## config.mk

```make
export PLATFORM = sky130hd
export DESIGN_NAME = crypto_key_vault_flat
export DESIGN_NICKNAME = d
export VERILOG_FILES = /design/src/rtl/crypto_key_pkg.sv /design/src/rtl/crypto_key_vault_if.sv /design/src/rtl/crypto_key_slot.sv /design/src/rtl/crypto_key_vault.sv /design/src/flat_wrapper.sv
export SDC_FILE = /design/constraint.sdc
export NUM_CORES = 1
export LEC_CHECK = 0
export ABC_CLOCK_PERIOD_IN_PS = 2800
export CORE_MARGIN = 5
export CORE_UTILIZATION = 54
export DETAILED_ROUTE_END_ITERATION = 12
export PLACE_DENSITY = 0.79
export SLEW_MARGIN = 20
export SYNTH_ARGS = -nofsm -noshare
export SYNTH_HDL_FRONTEND = slang
export SYNTH_SLANG_ARGS = --single-unit
```

## constraint.sdc

```tcl
create_clock -name clk -period 2.8 [get_ports clk]
set_input_delay 0.56 -clock clk [delete_from_list [all_inputs] [get_ports clk]]
set_output_delay 0.56 -clock clk [all_outputs]
set_load 0.01 [all_outputs]
```

## src/rtl/crypto_key_pkg.sv

```systemverilog
// Shared types and default sizing for the multi-slot crypto key vault.
package crypto_key_pkg;

  localparam int unsigned DefKeyW     = 16;
  localparam int unsigned DefNumSlots = 4;

  typedef enum logic [0:0] {
    StIdle,
    StZero
  } vault_state_e;

endpackage

```

## src/rtl/crypto_key_vault_if.sv

```systemverilog
// Configuration-bus side of the key vault: write, lock and read channels.
interface crypto_key_vault_if #(
  parameter int unsigned KEY_W     = crypto_key_pkg::DefKeyW,
  parameter int unsigned NUM_SLOTS = crypto_key_pkg::DefNumSlots
);
  localparam int unsigned SLOT_W = $clog2(NUM_SLOTS);

  logic              wr_en;
  logic [SLOT_W-1:0] wr_addr;
  logic [KEY_W-1:0]  wr_data;
  logic              wr_err;
  logic              lock_en;
  logic [SLOT_W-1:0] lock_addr;
  logic              rd_en;
  logic [SLOT_W-1:0] rd_addr;
  logic              rd_valid;
  logic [KEY_W-1:0]  rd_data;
  logic              rd_err;

  modport master (
    output wr_en, wr_addr, wr_data, lock_en, lock_addr, rd_en, rd_addr,
    input  wr_err, rd_valid, rd_data, rd_err
  );

  modport slave (
    input  wr_en, wr_addr, wr_data, lock_en, lock_addr, rd_en, rd_addr,
    output wr_err, rd_valid, rd_data, rd_err
  );

endinterface

```

## src/rtl/crypto_key_slot.sv

```systemverilog
// One key slot: key register plus sticky lock bit and written-since-clear valid bit.
module crypto_key_slot
  import crypto_key_pkg::*;
#(
  parameter int unsigned KEY_W = DefKeyW
) (
  input  logic             clk,
  input  logic             resetn,
  input  logic             wr_en,
  input  logic [KEY_W-1:0] wr_data,
  input  logic             lock_set,
  input  logic             clear_key,
  input  logic             clear_all,
  output logic [KEY_W-1:0] key,
  output logic             locked,
  output logic             valid
);

  logic [KEY_W-1:0] key_q;
  logic             locked_q;
  logic             valid_q;

  always_ff @(posedge clk or negedge resetn) begin
    if (!resetn) begin
      key_q    <= '0;
      locked_q <= 1'b0;
      valid_q  <= 1'b0;
    end else begin
      if (clear_key) begin
        key_q <= '0;
      end else if (wr_en) begin
        key_q <= wr_data;
      end
      if (clear_all) begin
        locked_q <= 1'b0;
        valid_q  <= 1'b0;
      end else begin
        if (lock_set) locked_q <= 1'b1;
        if (wr_en)    valid_q  <= 1'b1;
      end
    end
  end

  assign key    = key_q;
  assign locked = locked_q;
  assign valid  = valid_q;

endmodule

```

## src/rtl/crypto_key_vault.sv

```systemverilog
// Multi-slot key store with sticky per-slot locks, bus read-back, engine key port
// and a one-slot-per-cycle zeroization sequence.
module crypto_key_vault
  import crypto_key_pkg::*;
#(
  parameter int unsigned KEY_W     = DefKeyW,
  parameter int unsigned NUM_SLOTS = DefNumSlots,
  localparam int unsigned SLOT_W   = $clog2(NUM_SLOTS)
) (
  input  logic                 clk,
  input  logic                 resetn,
  crypto_key_vault_if.slave    bus,
  input  logic [SLOT_W-1:0]    key_sel,
  output logic [KEY_W-1:0]     key_out,
  output logic                 key_valid,
  input  logic                 zeroize,
  output logic                 busy,
  output logic [NUM_SLOTS-1:0] lock_status
);

  localparam logic [SLOT_W-1:0] LastSlot = SLOT_W'(NUM_SLOTS - 1);

  vault_state_e      state_q, state_d;
  logic [SLOT_W-1:0] zcnt_q, zcnt_d;
  logic              clear_all;

  logic [KEY_W-1:0]     slot_key [NUM_SLOTS];
  logic [NUM_SLOTS-1:0] slot_lock;
  logic [NUM_SLOTS-1:0] slot_valid;

  logic             idle, bus_ok, wr_ok, rd_reject;
  logic             wr_err_q, rd_valid_q, rd_err_q, key_valid_q;
  logic [KEY_W-1:0] rd_data_q, key_out_q;

  always_comb begin
    state_d   = state_q;
    zcnt_d    = zcnt_q;
    clear_all = 1'b0;
    unique case (state_q)
      StIdle: begin
        if (zeroize) begin
          state_d = StZero;
          zcnt_d  = '0;
        end
      end
      StZero: begin
        if (zcnt_q == LastSlot) begin
          state_d   = StIdle;
          zcnt_d    = '0;
          clear_all = 1'b1;
        end else begin
          zcnt_d = zcnt_q + SLOT_W'(1);
        end
      end
      default: state_d = StIdle;
    endcase
  end

  always_ff @(posedge clk or negedge resetn) begin
    if (!resetn) begin
      state_q <= StIdle;
      zcnt_q  <= '0;
    end else begin
      state_q <= state_d;
      zcnt_q  <= zcnt_d;
    end
  end

  // Zeroize outranks bus writes and locks even in the cycle it is first sampled.
  assign idle      = (state_q == StIdle);
  assign bus_ok    = idle && !zeroize;
  assign wr_ok     = bus.wr_en && bus_ok && !slot_lock[bus.wr_addr];
  assign rd_reject = !idle || slot_lock[bus.rd_addr];

  for (genvar i = 0; i < NUM_SLOTS; i++) begin : g_slot
    crypto_key_slot #(
      .KEY_W(KEY_W)
    ) u_slot (
      .clk      (clk),
      .resetn   (resetn),
      .wr_en    (wr_ok && (bus.wr_addr == SLOT_W'(i))),
      .wr_data  (bus.wr_data),
      .lock_set (bus.lock_en && bus_ok && (bus.lock_addr == SLOT_W'(i))),
      .clear_key(!idle && (zcnt_q == SLOT_W'(i))),
      .clear_all(clear_all),
      .key      (slot_key[i]),
      .locked   (slot_lock[i]),
      .valid    (slot_valid[i])
    );
  end

  always_ff @(posedge clk or negedge resetn) begin
    if (!resetn) begin
      wr_err_q    <= 1'b0;
      rd_valid_q  <= 1'b0;
      rd_err_q    <= 1'b0;
      rd_data_q   <= '0;
      key_valid_q <= 1'b0;
      key_out_q   <= '0;
    end else begin
      wr_err_q    <= bus.wr_en && !wr_ok;
      rd_valid_q  <= bus.rd_en;
      rd_err_q    <= bus.rd_en && rd_reject;
      rd_data_q   <= (bus.rd_en && !rd_reject) ? slot_key[bus.rd_addr] : '0;
      key_valid_q <= bus_ok && slot_valid[key_sel];
      key_out_q   <= (bus_ok && slot_valid[key_sel]) ? slot_key[key_sel] : '0;
    end
  end

  assign bus.wr_err   = wr_err_q;
  assign bus.rd_valid = rd_valid_q;
  assign bus.rd_err   = rd_err_q;
  assign bus.rd_data  = rd_data_q;
  assign key_out      = key_out_q;
  assign key_valid    = key_valid_q;
  assign busy         = (state_q == StZero);
  assign lock_status  = slot_lock;

endmodule

```

## src/flat_wrapper.sv

```systemverilog
// flat-port wrapper written by rule: the top's interface ports become plain ports
module crypto_key_vault_flat import crypto_key_pkg::*;
#(
  parameter int unsigned KEY_W     = DefKeyW,
  parameter int unsigned NUM_SLOTS = DefNumSlots,
  localparam int unsigned SLOT_W   = $clog2(NUM_SLOTS)
)
  (clk, resetn, key_sel, key_out, key_valid, zeroize, busy, lock_status, bus_wr_en, bus_wr_addr, bus_wr_data, bus_lock_en, bus_lock_addr, bus_rd_en, bus_rd_addr, bus_wr_err, bus_rd_valid, bus_rd_data, bus_rd_err);
  crypto_key_vault_if #(.KEY_W(KEY_W), .NUM_SLOTS(NUM_SLOTS)) bus_i ();
  input  logic clk;
  input  logic resetn;
  input  logic [SLOT_W-1:0] key_sel;
  output logic [KEY_W-1:0] key_out;
  output logic key_valid;
  input  logic zeroize;
  output logic busy;
  output logic [NUM_SLOTS-1:0] lock_status;
  input wire logic [$bits(bus_i.wr_en)-1:0] bus_wr_en;
  input wire logic [$bits(bus_i.wr_addr)-1:0] bus_wr_addr;
  input wire logic [$bits(bus_i.wr_data)-1:0] bus_wr_data;
  input wire logic [$bits(bus_i.lock_en)-1:0] bus_lock_en;
  input wire logic [$bits(bus_i.lock_addr)-1:0] bus_lock_addr;
  input wire logic [$bits(bus_i.rd_en)-1:0] bus_rd_en;
  input wire logic [$bits(bus_i.rd_addr)-1:0] bus_rd_addr;
  output wire logic [$bits(bus_i.wr_err)-1:0] bus_wr_err;
  output wire logic [$bits(bus_i.rd_valid)-1:0] bus_rd_valid;
  output wire logic [$bits(bus_i.rd_data)-1:0] bus_rd_data;
  output wire logic [$bits(bus_i.rd_err)-1:0] bus_rd_err;
  assign bus_i.wr_en = bus_wr_en;
  assign bus_i.wr_addr = bus_wr_addr;
  assign bus_i.wr_data = bus_wr_data;
  assign bus_i.lock_en = bus_lock_en;
  assign bus_i.lock_addr = bus_lock_addr;
  assign bus_i.rd_en = bus_rd_en;
  assign bus_i.rd_addr = bus_rd_addr;
  assign bus_wr_err = bus_i.wr_err;
  assign bus_rd_valid = bus_i.rd_valid;
  assign bus_rd_data = bus_i.rd_data;
  assign bus_rd_err = bus_i.rd_err;
  crypto_key_vault #(.KEY_W(KEY_W), .NUM_SLOTS(NUM_SLOTS)) u_core (.clk(clk), .resetn(resetn), .bus(bus_i), .key_sel(key_sel), .key_out(key_out), .key_valid(key_valid), .zeroize(zeroize), .busy(busy), .lock_status(lock_status));
endmodule
```

# Yosys cells after proc, flatten, opt, wreduce, memory -nomap -nowiden
# Cells that the tools add are included.
[word_totals]
output_inout_bits = 41
elab_cells = 125
ff_bits = 111
in_bits = 30
[op_classes]
magnitude_cmp = 5
muxes = 46
n_addsub = 1
bitwise_logic = 3
n_reduce_logical = 40
n_eq_ne = 10
[ops]
columns = ["operator", "count"]
rows = [
  ["16-bit 2-to-1 mux", 14],
  ["16-bit binary-select mux with 2-bit select", 2],
  ["2-bit nonzero test", 12],
  ["1-bit 2-to-1 mux", 23],
  ["1-bit logical AND", 20],
  ["2-bit == test (second input constant)", 6],
  ["2-bit by 3-bit less-than comparator with 1-bit output (second input constant)", 3],
  ["1-bit binary-select mux with 2-bit select", 3],
  ["2-bit by 1-bit == test with 1-bit output (second input constant)", 3],
  ["3-bit >= comparator (second input constant)", 2],
  ["2-bit zero test", 3],
  ["2-bit NOT with 3-bit output", 2],
  ["1-bit zero test", 4],
  ["2-bit 2-to-1 mux", 2],
  ["2-bit case mux with 2 select lines", 1],
  ["2-bit by 1-bit adder with 2-bit output (second input constant)", 1],
  ["2-bit inequality test (second input constant)", 1],
  ["1-bit case mux with 2 select lines", 1],
  ["1-bit logical OR", 1],
  ["1-bit NOT", 1],
]

# Depth between registers and ports, before layout
# Gate-level depths: netlist (run 1).
[logic_depth]
depth_word = 7
mapped_depth = 6

# Modules after synthesis
# From an unflattened synthesis (run 1), not the netlist that was laid out.
[hier_totals]
cells_unflattened = 389
hier_area_um2 = 5247.5
[by_module_without_submodules]
columns = ["mod", "seq_area_each_um2", "n_inst", "cells_per_inst", "area_each_um2"]
rows = [
  ["crypto_key_slot", 450.4, 4, 58, 726.9],
  ["crypto_key_vault", 975.9, 1, 157, 2339.7],
]

# Worst setup path before layout (run 1)
# No wires, ideal clock.
[synth_timing]
kind = "input port to flip-flop"
from = "in key_sel[0]"
to = "reg u_core.key_out_q[10] (netlist: u_core.key_out[10])"
path_slack_ps = 880
arrival_ps = 1800
path_stages = 4
path_buffers = 2
path_cell_list = "buf_2 -> buf_2 -> mux4_2 -> and3_1"
[synth_via]
elab_chain_cells = 5
word_cells_on_any_way = 8
cone_classes = "mux: 6; bitwise: 1; reduce/logical: 1"
[synth_lines]
columns = ["item", "line", "source"]
rows = [
  ["start: declaration", "flat_wrapper.sv:12", "input logic [SLOT_W-1:0] key_sel;"],
  ["2-bit NOT with 3-bit output (not written as such)", "crypto_key_vault.sv:106", "key_out_q <= (bus_ok && slot_valid[key_sel]) ? slot_key[key_sel] : '0;"],
  ["16-bit binary-select mux with 2-bit select", "crypto_key_vault.sv:106", ""],
  ["16-bit 2-to-1 mux (not written as such) (2 in series)", "crypto_key_vault.sv:106", ""],
  ["16-bit 2-to-1 mux *", "crypto_key_vault.sv:106", ""],
  ["end signal: assignment", "crypto_key_vault.sv:106", ""],
  ["end: declaration", "crypto_key_vault.sv:33", "logic [KEY_W-1:0] rd_data_q, key_out_q;"],
]
# Mark *: on every way between the ends. The rest lies on a longest branch, timed or not. The select of a mux whose other input is x is not followed.
# A chain may end at the register's enable or synchronous reset.

# Worst setup path after layout (run 1)
[layout_timing]
from = "reg u_core.state_q (netlist: u_core.busy)"
to = "out busy"
[layout_lines]
columns = ["item", "line", "source"]
rows = [
  ["start: declaration", "crypto_key_vault.sv:23", "vault_state_e state_q, state_d;"],
  ["start signal: assignment", "crypto_key_vault.sv:61", "state_q <= StIdle;"],
  ["start signal: assignment", "crypto_key_vault.sv:64", "state_q <= state_d;"],
  ["end: declaration", "flat_wrapper.sv:16", "output logic busy;"],
]
# No word-level cell between the ends.

==> results.txt, run 1 <==
share of cells above drive strength 1 = 13.5%
flip-flop and latch count after synthesis = 111
Final Routed Wirelength = 12100 um
I/O Buffers = 70
drt initial violations = 200
die extent in y = 108 um
Layout Utilization = 66.6%
Synth top area share = 53.7%
cts bufs inserted = 9
Tightest Hold Check Type = in -> async
Largest stage delay, worst path = 0.62 ns
RSZ-0062 raised after global routing = false
CP Class = reg -> out
first-pass GRT wire length = 19800 um
TritonCTS Sinks = 111
io pins = 71
Post-Syn Area per Cell = 12.9 um2
most common library cell in the layout ignoring fill and taps = dfrtp_1
CORE AREA = 9280 um2
period utilisation layout = 76.5%
H-Tree Depth = 3
hold bufs inserted after CTS = 0
worst hold slack = 0.235 ns
Worst Tran Pin Value = 0.869 ns
Sw Ratio = 33.1%
initial antenna violation count = 0
maximum operating frequency = 467 MHz
Setup Buffers After CTS = 0
Post-Syn Area = 5170 um2
Top delay family on crit path = buffers and inverters
Final Hold Vio Count = 0
Vias = 3412
DRC = 0
Die Width = 108 um
Slew Limit Fails = 0
Worst IR Drop VDD = 0.000380 V
status = finished, final reports clean
met3 Track Usage GR = 2.94%
Final min period = 2.14 ns
Worst Clk Skew = 0.00901 ns
max-cap violations = 0
routed len/inst = 20.1 um
Area growth syn-to-layout = 19.6%
Buf+Inv Stages, Crit Path = 1
Synth warnings = 0
Starting Density = 55.7%
LEAKAGE = 3.27 nW
post_cts resized = 0
Int Power = 2.78 mW
1st-pass router iterations = 4
Fin Setup TNS = 0 ns
busiest layer in global routing = met2
Seq pwr share = 50.3%
Post-Synthesis Cells = 401
Worst EP arrival = 1.58 ns
CP cell instances = clkdlybuf4s50_1
top cells by area, synth = dfrtp_1 (54%), mux4_2 (13%), mux2i_1 (12%)
n_diodes = 0
post-DR vias/cell = 5.67
CP max-delay cell = clkdlybuf4s50_1
nets@finish = 502
Remaining Overflow, GRT = 0
hpwl dp = 7980 um
largest net degree at the start of global routing = 60
Worst slew margin = 41.9%
total track usage = 22.5%
Yosys cell types = 27
Antenna Nets Post-Route = 0
pwr dens = 673 nW/um2
Gate power share = 26.7%
Final setup violation count = 0
met2 Track Usage GR = 38.1%
CTS tree = yes
row count = 35
nature of the critical path endpoint = primary output
Critical Path Source Type = flip-flop
latest clock arrival within the worst-skew pair = 0.37 ns
CP required = 2.24 ns
Final GP Congestion = 0.794
via count of the first global-routing pass = 3663
Synth area leader = dfrtp_1
sw power = 1.38 mW
clock root buffer = clkbuf_8
CTS max path bufs = 2
CP max FO = 12
most frequent cells in the layout = dfrtp_1 (111), nand2_1 (74), clkdlybuf4s50_1 (69), mux2i_1 (64), mux4_2 (31)
Die ar. = 11600 um2
sequential area share after synthesis = 53.7%
Clk pwr share = 23.0%
met1 Use GR = 30.4%
Syn Nets = 435
Reg clk slew, reported paths = 0.10 ns
==> cell type report <==
class / count / area (um2)
inverters: 24 / 90.1
fillers: 712 / 3100
repair buffers: 86 / 818
clock inverters: 4 / 45.0
well taps: 129 / 161
flip-flops and latches: 111 / 2780
multi-input cells: 236 / 2150
clock buffers: 12 / 145
==> state kept, by name, indices dropped and copies added (netlist names), 2 cells and up <==
register / count
u_core.g_slot.u_slot.key: 64
u_core.bus.rd_data: 16
u_core.key_out: 16
u_core.g_slot.u_slot.locked: 4
u_core.g_slot.u_slot.valid: 4
u_core.zcnt_q: 2
==> routing by layer <==
layer	vias up	part of all wire [%]
li1	1520	-
met1	1764	41
met2	117	52
met3	11	6.3
met4	0	1.0
met5	-	0
==> Yosys cell counts <==
| cell | number |
|---|---|
| clkbuf_1 | 11 |
| o21ai_0 | 1 |
| and2_1 | 1 |
| a41oi_1 | 2 |
| nor2b_1 | 13 |
| mux2i_1 | 64 |
| inv_1 | 24 |
| dfrtp_1 | 111 |
| and3_1 | 17 |
| buf_2 | 12 |
| mux4_2 | 31 |
| nand4_1 | 2 |
| buf_4 | 4 |
| nand4b_1 | 2 |
| and2b_1 | 4 |
| a21oi_1 | 4 |
| ha_1 | 4 |
| buf_6 | 2 |
| a22o_1 | 1 |
| o31a_1 | 1 |
| nand2_1 | 74 |
| mux4_1 | 4 |
| o31ai_1 | 2 |
| or3b_4 | 1 |
| buf_1 | 1 |
| nor2b_2 | 1 |
| nor2_1 | 7 |
==> power by group through the flow <==
stage | clock (mW) | combinational [mW] | sequential (mW)
floorplan | 0 | 0.742 | 2.04
global placement | 0 | 1.07 | 2.10
detailed placement | 0 | 1.12 | 2.12
CTS | 0.966 | 1.12 | 2.09
global route | 1.04 | 1.21 | 2.13
finish | 0.955 | 1.11 | 2.09
==> path summary, 6_finish.rpt <==
kind | startpoint | end | slack [ns] | cells after the start
max reg2reg | u_core.g_slot[3].u_slot.locked | u_core.bus.rd_data[1] | 1.04 | 3
min | resetn | u_core.g_slot[3].u_slot.key[2] | 0.24 | 1
max in group asynchronous | resetn | u_core.g_slot[2].u_slot.key[12] | 1.80 | 2
min reg2reg | u_core.g_slot[0].u_slot.valid | u_core.g_slot[0].u_slot.valid | 0.53 | 2
max | u_core.busy | busy | 0.66 | 1
min in group clk | u_core.g_slot[0].u_slot.valid | u_core.g_slot[0].u_slot.valid | 0.53 | 2
==> per-stage QoR <==
stage / cells / instance area (um2) / worst slack (ns) / power [mW]
3_3_place_gp: 586 / 5990 / 0.398 / 3.17
5_1_grt: 602 / 6180 / 0.612 / 4.38
6_report: 602 / 6180 / 0.659 / 4.16
4_1_cts: 602 / 6180 / 0.640 / 4.18
3_5_place_dp: 586 / 5990 / 0.392 / 3.24
2_1_floorplan: 401 / 5170 / 0.880 / 2.78
==> logic make-up (layout without fill, tap and decap cells) <==
group | Yosys count | count (layout) | share of synthesized area, %
buf+inv | 54 | 126 | 4.79
fa+ha+maj | 4 | 4 | 0.968
compound gates | 11 | 11 | 1.45
simple gates | 122 | 122 | 11.2
mux | 99 | 99 | 27.9
flops | 111 | 111 | 53.7
Note: power is estimated with default switching activity, not from simulation.
==> run 2: changes to the inputs <==
ABC_CLOCK_PERIOD_IN_PS = 1900   (was 2800)
CORE_UTILIZATION = 49   (was 54)
PLACE_DENSITY = 0.75   (was 0.79)
clock period = 1.9 ns   (was 2.8 ns; I/O delays follow)
==> run 2 against run 1 <==
Via count grew 0.70%. Critical endpoint unchanged. Critical path depth unchanged. Register-to-register slack got worse by 0.96 ns. Critical path type unchanged. Sequential power is 46% higher. Sequential share of layout area shrank 1.3 points.
==> results.txt, run 2 (synthesis results as in run 1) <==
Final min period = 1.84 ns
CP max FO = 13 (+1)
die extent in y = 113 um (+4.5%)
clock root buffer = clkbuf_8
Worst slew margin = 73.8% (+32 points)
Largest stage delay, worst path = 0.59 ns (-0.03 ns)
Starting Density = 50.1% (-5.6 points)
Remaining Overflow, GRT = 0 (unchanged)
DRC = 0 (unchanged)
CP cell instances = clkdlybuf4s50_1
dpl cell area = 6150 um2 (+2.6%)
post-route cell area = 6370 um2 (+3.0%)
CTS max path bufs = 2 (unchanged)
Final setup violation count = 0 (unchanged)
TritonCTS Sinks = 111 (unchanged)
pwr dens = 979 nW/um2 (+45%)
CP max-delay cell = clkdlybuf4s50_1
Area growth syn-to-layout = 23.1%
Worst IR Drop VDD = 0.000516 V (+36%)
max FFs per register = 64 (unchanged)
share of cells above drive strength 1 = 15.5% (+2.0 points)
CTS tree = yes
maximum operating frequency = 544 MHz
via count of the first global-routing pass = 3743 (+2.2%)
nature of the critical path endpoint = primary output
LEAKAGE = 3.36 nW (+2.8%)
H-Tree Depth = 3 (unchanged)
Die Width = 113 um (+4.5%)
io pins = 71 (unchanged)
Critical Path Source Type = flip-flop
Reg clk slew, reported paths = 0.10 ns (about the same)
n_diodes = 0 (unchanged)
Buf+Inv Stages, Crit Path = 1 (unchanged)
CP Class = reg -> out
first-pass GRT wire length = 20000 um (+0.97%)
drt initial violations = 261 (+31%)
Vias = 3436 (+0.70%)
RSZ-0062 raised after global routing = false
largest net degree at the start of global routing = 33 (-45%)
1st-pass router iterations = 5 (+1)
CP required = 1.52 ns (-0.72 ns)
row count = 37 (+5.7%)
Total Power = 6.23 mW (+50%)
Worst Tran Pin Value = 0.393 ns (-0.475 ns)
latest clock arrival within the worst-skew pair = 0.36 ns (about the same)
Tightest Hold Check Type = in -> async
most frequent cells in the layout = dfrtp_1 (110), nand2_1 (74), clkdlybuf4s50_1 (68), mux2i_1 (64), mux4_2 (31)
Final GP Congestion = 0.765 (-3.7%)
CORE AREA = 10300 um2 (+11%)
nets@finish = 512 (+2.0%)
worst hold slack = 0.473 ns (+0.238 ns)
Final Routed Wirelength = 12200 um (+1.2%)
hpwl dp = 8080 um (+1.3%)
Worst Clk Skew = 0.00481 ns (-0.00420 ns)
Slew Limit Fails = 0 (unchanged)
status = finished, final reports clean
cts bufs inserted = 9 (unchanged)
Top delay family on crit path = buffers and inverters
total track usage = 20.3% (-2.2 points)
Die ar. = 12700 um2 (+9.2%)
FILL cells = 809 (+14%)
I/O Buffers = 70 (unchanged)
Final Hold Vio Count = 0 (unchanged)
Worst EP arrival = 1.46 ns (-0.12 ns)
routed len/inst = 19.8 um (-1.6%)
Antenna Nets Post-Route = 0 (unchanged)
initial antenna violation count = 0 (unchanged)
max-cap violations = 0 (unchanged)
period utilisation layout = 96.7%
post-DR vias/cell = 5.55 (-2.1%)
most common library cell in the layout ignoring fill and taps = dfrtp_1
run 2: through the flow:
stage | utilization, % | setup TNS (ns) | setup slack [ns] | instances
6_report | 61.7 | 0 | 0.0626 | 619
5_1_grt | 61.7 | 0 | 0.00554 | 619
4_1_cts | 61.6 | 0 | 0.00798 | 618
3_5_place_dp | 59.6 | -7.30 | -0.376 | 601
3_3_place_gp | 59.6 | -6.97 | -0.367 | 601
2_1_floorplan | - | 0 | 0.160 | 401
run 2: final timing paths:
| kind | to | slack (ns) | cells after the start | start |
|---|---|---|---|---|
| setup / recovery | busy | 0.06 | 1 | u_core.busy |
| hold / removal | u_core.g_slot[2].u_slot.key[4] | 0.47 | 2 | resetn |
| setup reg to reg | u_core.bus.rd_data[3] | 0.08 | 3 | u_core.g_slot[2].u_slot.locked |
| hold reg to reg | u_core.g_slot[1].u_slot.valid | 0.52 | 2 | u_core.g_slot[1].u_slot.valid |
| max in group asynchronous | u_core.busy | 0.85 | 3 | resetn |
| min in group clk | u_core.g_slot[1].u_slot.valid | 0.52 | 2 | u_core.g_slot[1].u_slot.valid |
run 2: cell type report:
cell class / count / area, um2 / area share [%]
clock inverter: 3 / 25.0 / 0.393
inverter: 24 / 90.1 / 1.41
tap: 136 / 170 / 2.67
sequential: 111 / 2780 / 43.6
timing repair buffer: 95 / 978 / 15.4
multi-input combinational: 237 / 2160 / 33.9
clock buffer: 13 / 169 / 2.65
run 2: where the power goes:
part / internal [mW] / total [mW] / switching (mW)
Clock: 0.594 / 1.36 / 0.764
Sequential: 2.75 / 3.06 / 0.314
Combinational: 0.850 / 1.81 / 0.962
run 2: what timing repair did:
item / 4_1_cts / 5_1_grt
buffers inserted: 0 / 0
setup endpoints to repair: 1 / 4
endpoints found under the hold margin: 23 / 0
gates resized for setup: 1 / 1
cloned: 0 / 1
hold buffers: 1 / 0
run 2: metal layers:
layer  global-route usage [%]  wire length, um  vias to the layer above
li1                         -                -                     1532
met1                     25.8             4940                     1762
met2                     35.1             6230                      130
met3                     3.53              937                       12
met4                     7.53              142                        0
met5                        0                0                        -
==> run 3: changes to the inputs <==
CORE_MARGIN = default   (was 5)
==> run 3 against run 2 <==
Sequential cell count did not move. Largest cell class unchanged. Highest routed layer unchanged. Final cell count did not move. Critical path type unchanged. Worst hold slack improved by 0.039 ns.
==> results.txt, run 3 (synthesis results as in run 1) <==
io pins = 71 (unchanged)
FF+latch area = 2780 um2 (unchanged)
Critical Path Source Type = flip-flop
maximum operating frequency = 544 MHz (about the same)
cts bufs inserted = 9 (unchanged)
Tightest Hold Check Type = in -> async
most common library cell in the layout ignoring fill and taps = dfrtp_1
CP Class = reg -> out
DR WL met2 = 6100 um (-2.1%)
CP max-delay cell = clkdlybuf4s50_1
via count of the first global-routing pass = 3668 (-2.0%)
Starting Density = 50.3% (+0.23 points)
TritonCTS Sinks = 111 (unchanged)
placed cell count = 601 (unchanged)
clock root buffer = clkbuf_8
M1 WL = 5040 um (+2.1%)
nature of the critical path endpoint = primary output
CTS max path bufs = 2 (unchanged)
H-Tree Depth = 3 (unchanged)
post-route insts no fill = 619 (unchanged)
Antenna Nets Post-Route = 0 (unchanged)
area of the multi-input gates = 2160 um2 (unchanged)
post-route cell area = 6360 um2 (-0.14%)
Final min period = 1.84 ns (+0.00125 ns)
Vias = 3442 (+0.17%)
Setup Buffers After CTS = 0 (unchanged)
CP cell instances = clkdlybuf4s50_1
Top delay family on crit path = buffers and inverters
CTS tree = yes
Worst Tran Pin Value = 0.494 ns (+0.101 ns)
largest net degree at the start of global routing = 35 (+6.1%)
n_diodes = 0 (unchanged)
Final GP Congestion = 0.802 (+4.9%)
RSZ-0062 raised after global routing = false
Area growth syn-to-layout = 22.9%
nets@finish = 512 (unchanged)
Detail Route met3 WL = 654 um (-30%)
Final Routed Wirelength = 11900 um (-3.1%)
max-cap violations = 0 (unchanged)
Buf+Inv Stages, Crit Path = 1 (unchanged)
post-DR vias/cell = 5.56 (+0.17%)
Worst EP arrival = 1.46 ns (about the same)
Worst slew margin = 67.1% (-6.7 points)
initial antenna violation count = 0 (unchanged)
Worst Clk Skew = 0.0182 ns (+0.0134 ns)
Slew Limit Fails = 0 (unchanged)
DRC = 0 (unchanged)
hpwl dp = 7650 um (-5.3%)
row count = 37 (unchanged)
latest clock arrival within the worst-skew pair = 0.37 ns (about the same)
Remaining Overflow, GRT = 0 (unchanged)
Final Hold Vio Count = 0 (unchanged)
routed len/inst = 19.2 um (-3.1%)
drt initial violations = 171 (-34%)
Final setup violation count = 0 (unchanged)
share of cells above drive strength 1 = 15.7% (+0.21 points)
CP max FO = 13 (unchanged)
most frequent cells in the layout = dfrtp_1 (110), nand2_1 (74), clkdlybuf4s50_1 (68), mux2i_1 (64), mux4_2 (31)
max FFs per register = 64 (unchanged)
die extent in y = 105 um (-7.1%)
CP required = 1.52 ns (about the same)
Die ar. = 11000 um2 (-14%)
Fin Setup TNS = 0 ns (unchanged)
period utilisation layout = 96.8% (about the same)
Largest stage delay, worst path = 0.59 ns (about the same)
max layer used = met4
1st-pass router iterations = 4 (-1)
pwr dens = 974 nW/um2 (-0.44%)
Die Width = 105 um (-7.1%)
I/O Buffers = 70 (unchanged)
dpl cell area = 6160 um2 (+0.20%)
LEAKAGE = 3.35 nW (-0.33%)
FILL cells = 836 (+3.3%)
total track usage = 23.4% (+3.0 points)
Worst IR Drop VDD = 0.000585 V (+14%)
first-pass GRT wire length = 19400 um (-3.0%)
CORE AREA = 10300 um2 (-0.45%)
status = finished, final reports clean
Reg clk slew, reported paths = 0.10 ns (about the same)
[run 3: cell count changes in the layout (fill, tap and decap cells not counted), sizes merged]
cell          previous run  this run
clkbuf                  13         9
clkinv                   1         3
dlygate4sd2              0         1
dlymetal6s2s             1         0
inv                     25        27
[run 3: worst paths after layout]
path,start,to,slack (ns),depth (start not counted)
setup / recovery,u_core.busy,busy,0.06,1
max in group asynchronous,resetn,u_core.busy,0.85,3
setup reg to reg,u_core.g_slot[1].u_slot.locked,u_core.bus.rd_data[13],0.10,3
hold reg to reg,u_core.g_slot[2].u_slot.valid,u_core.g_slot[2].u_slot.valid,0.53,2
min in group clk,u_core.g_slot[2].u_slot.valid,u_core.g_slot[2].u_slot.valid,0.53,2
hold / removal,resetn,u_core.zcnt_q[0],0.51,2
[run 3: layout make-up]
| class | count | area share, % |
|---|---|---|
| well taps | 136 | 2.68 |
| multi-input cells | 237 | 33.9 |
| flip-flops and latches | 111 | 43.7 |
| clock buffers | 9 | 1.95 |
| clock inverters | 7 | 0.826 |
| inverters | 24 | 1.42 |
| repair buffers | 95 | 15.5 |
[run 3: stage by stage]
step	total power, mW	setup WS [ns]	hold WS [ns]	utilization [%]
2_1_floorplan	4.10	0.160	0.0844	-
3_3_place_gp	4.83	-0.380	0.374	60.0
3_5_place_dp	4.91	-0.397	0.377	60.0
4_1_cts	6.21	0.0589	0.525	61.9
5_1_grt	6.52	0.0129	0.533	61.9
6_report	6.20	0.0614	0.512	61.9
[run 3: what timing repair did]
action	4_1_cts	5_1_grt
hold buffers	1	0
hold endpoints to repair	31	0
endpoints found under the setup margin	3	0
gates resized for setup	2	0
[run 3: power breakdown]
| group | internal, mW | leakage, nW | switching, mW |
|---|---|---|---|
| sequential | 2.75 | 1.53 | 0.300 |
| combinational | 0.865 | 1.74 | 0.970 |
| clock | 0.490 | 0.0904 | 0.822 |
[run 3: per-layer routing]
metal / vias to the layer above / global-route usage (%)
met2: 111 / 39.5
met3: 6 / 4.12
met5: - / 0
met1: 1787 / 31.5
met4: 0 / 6.14
li1: 1538 / -
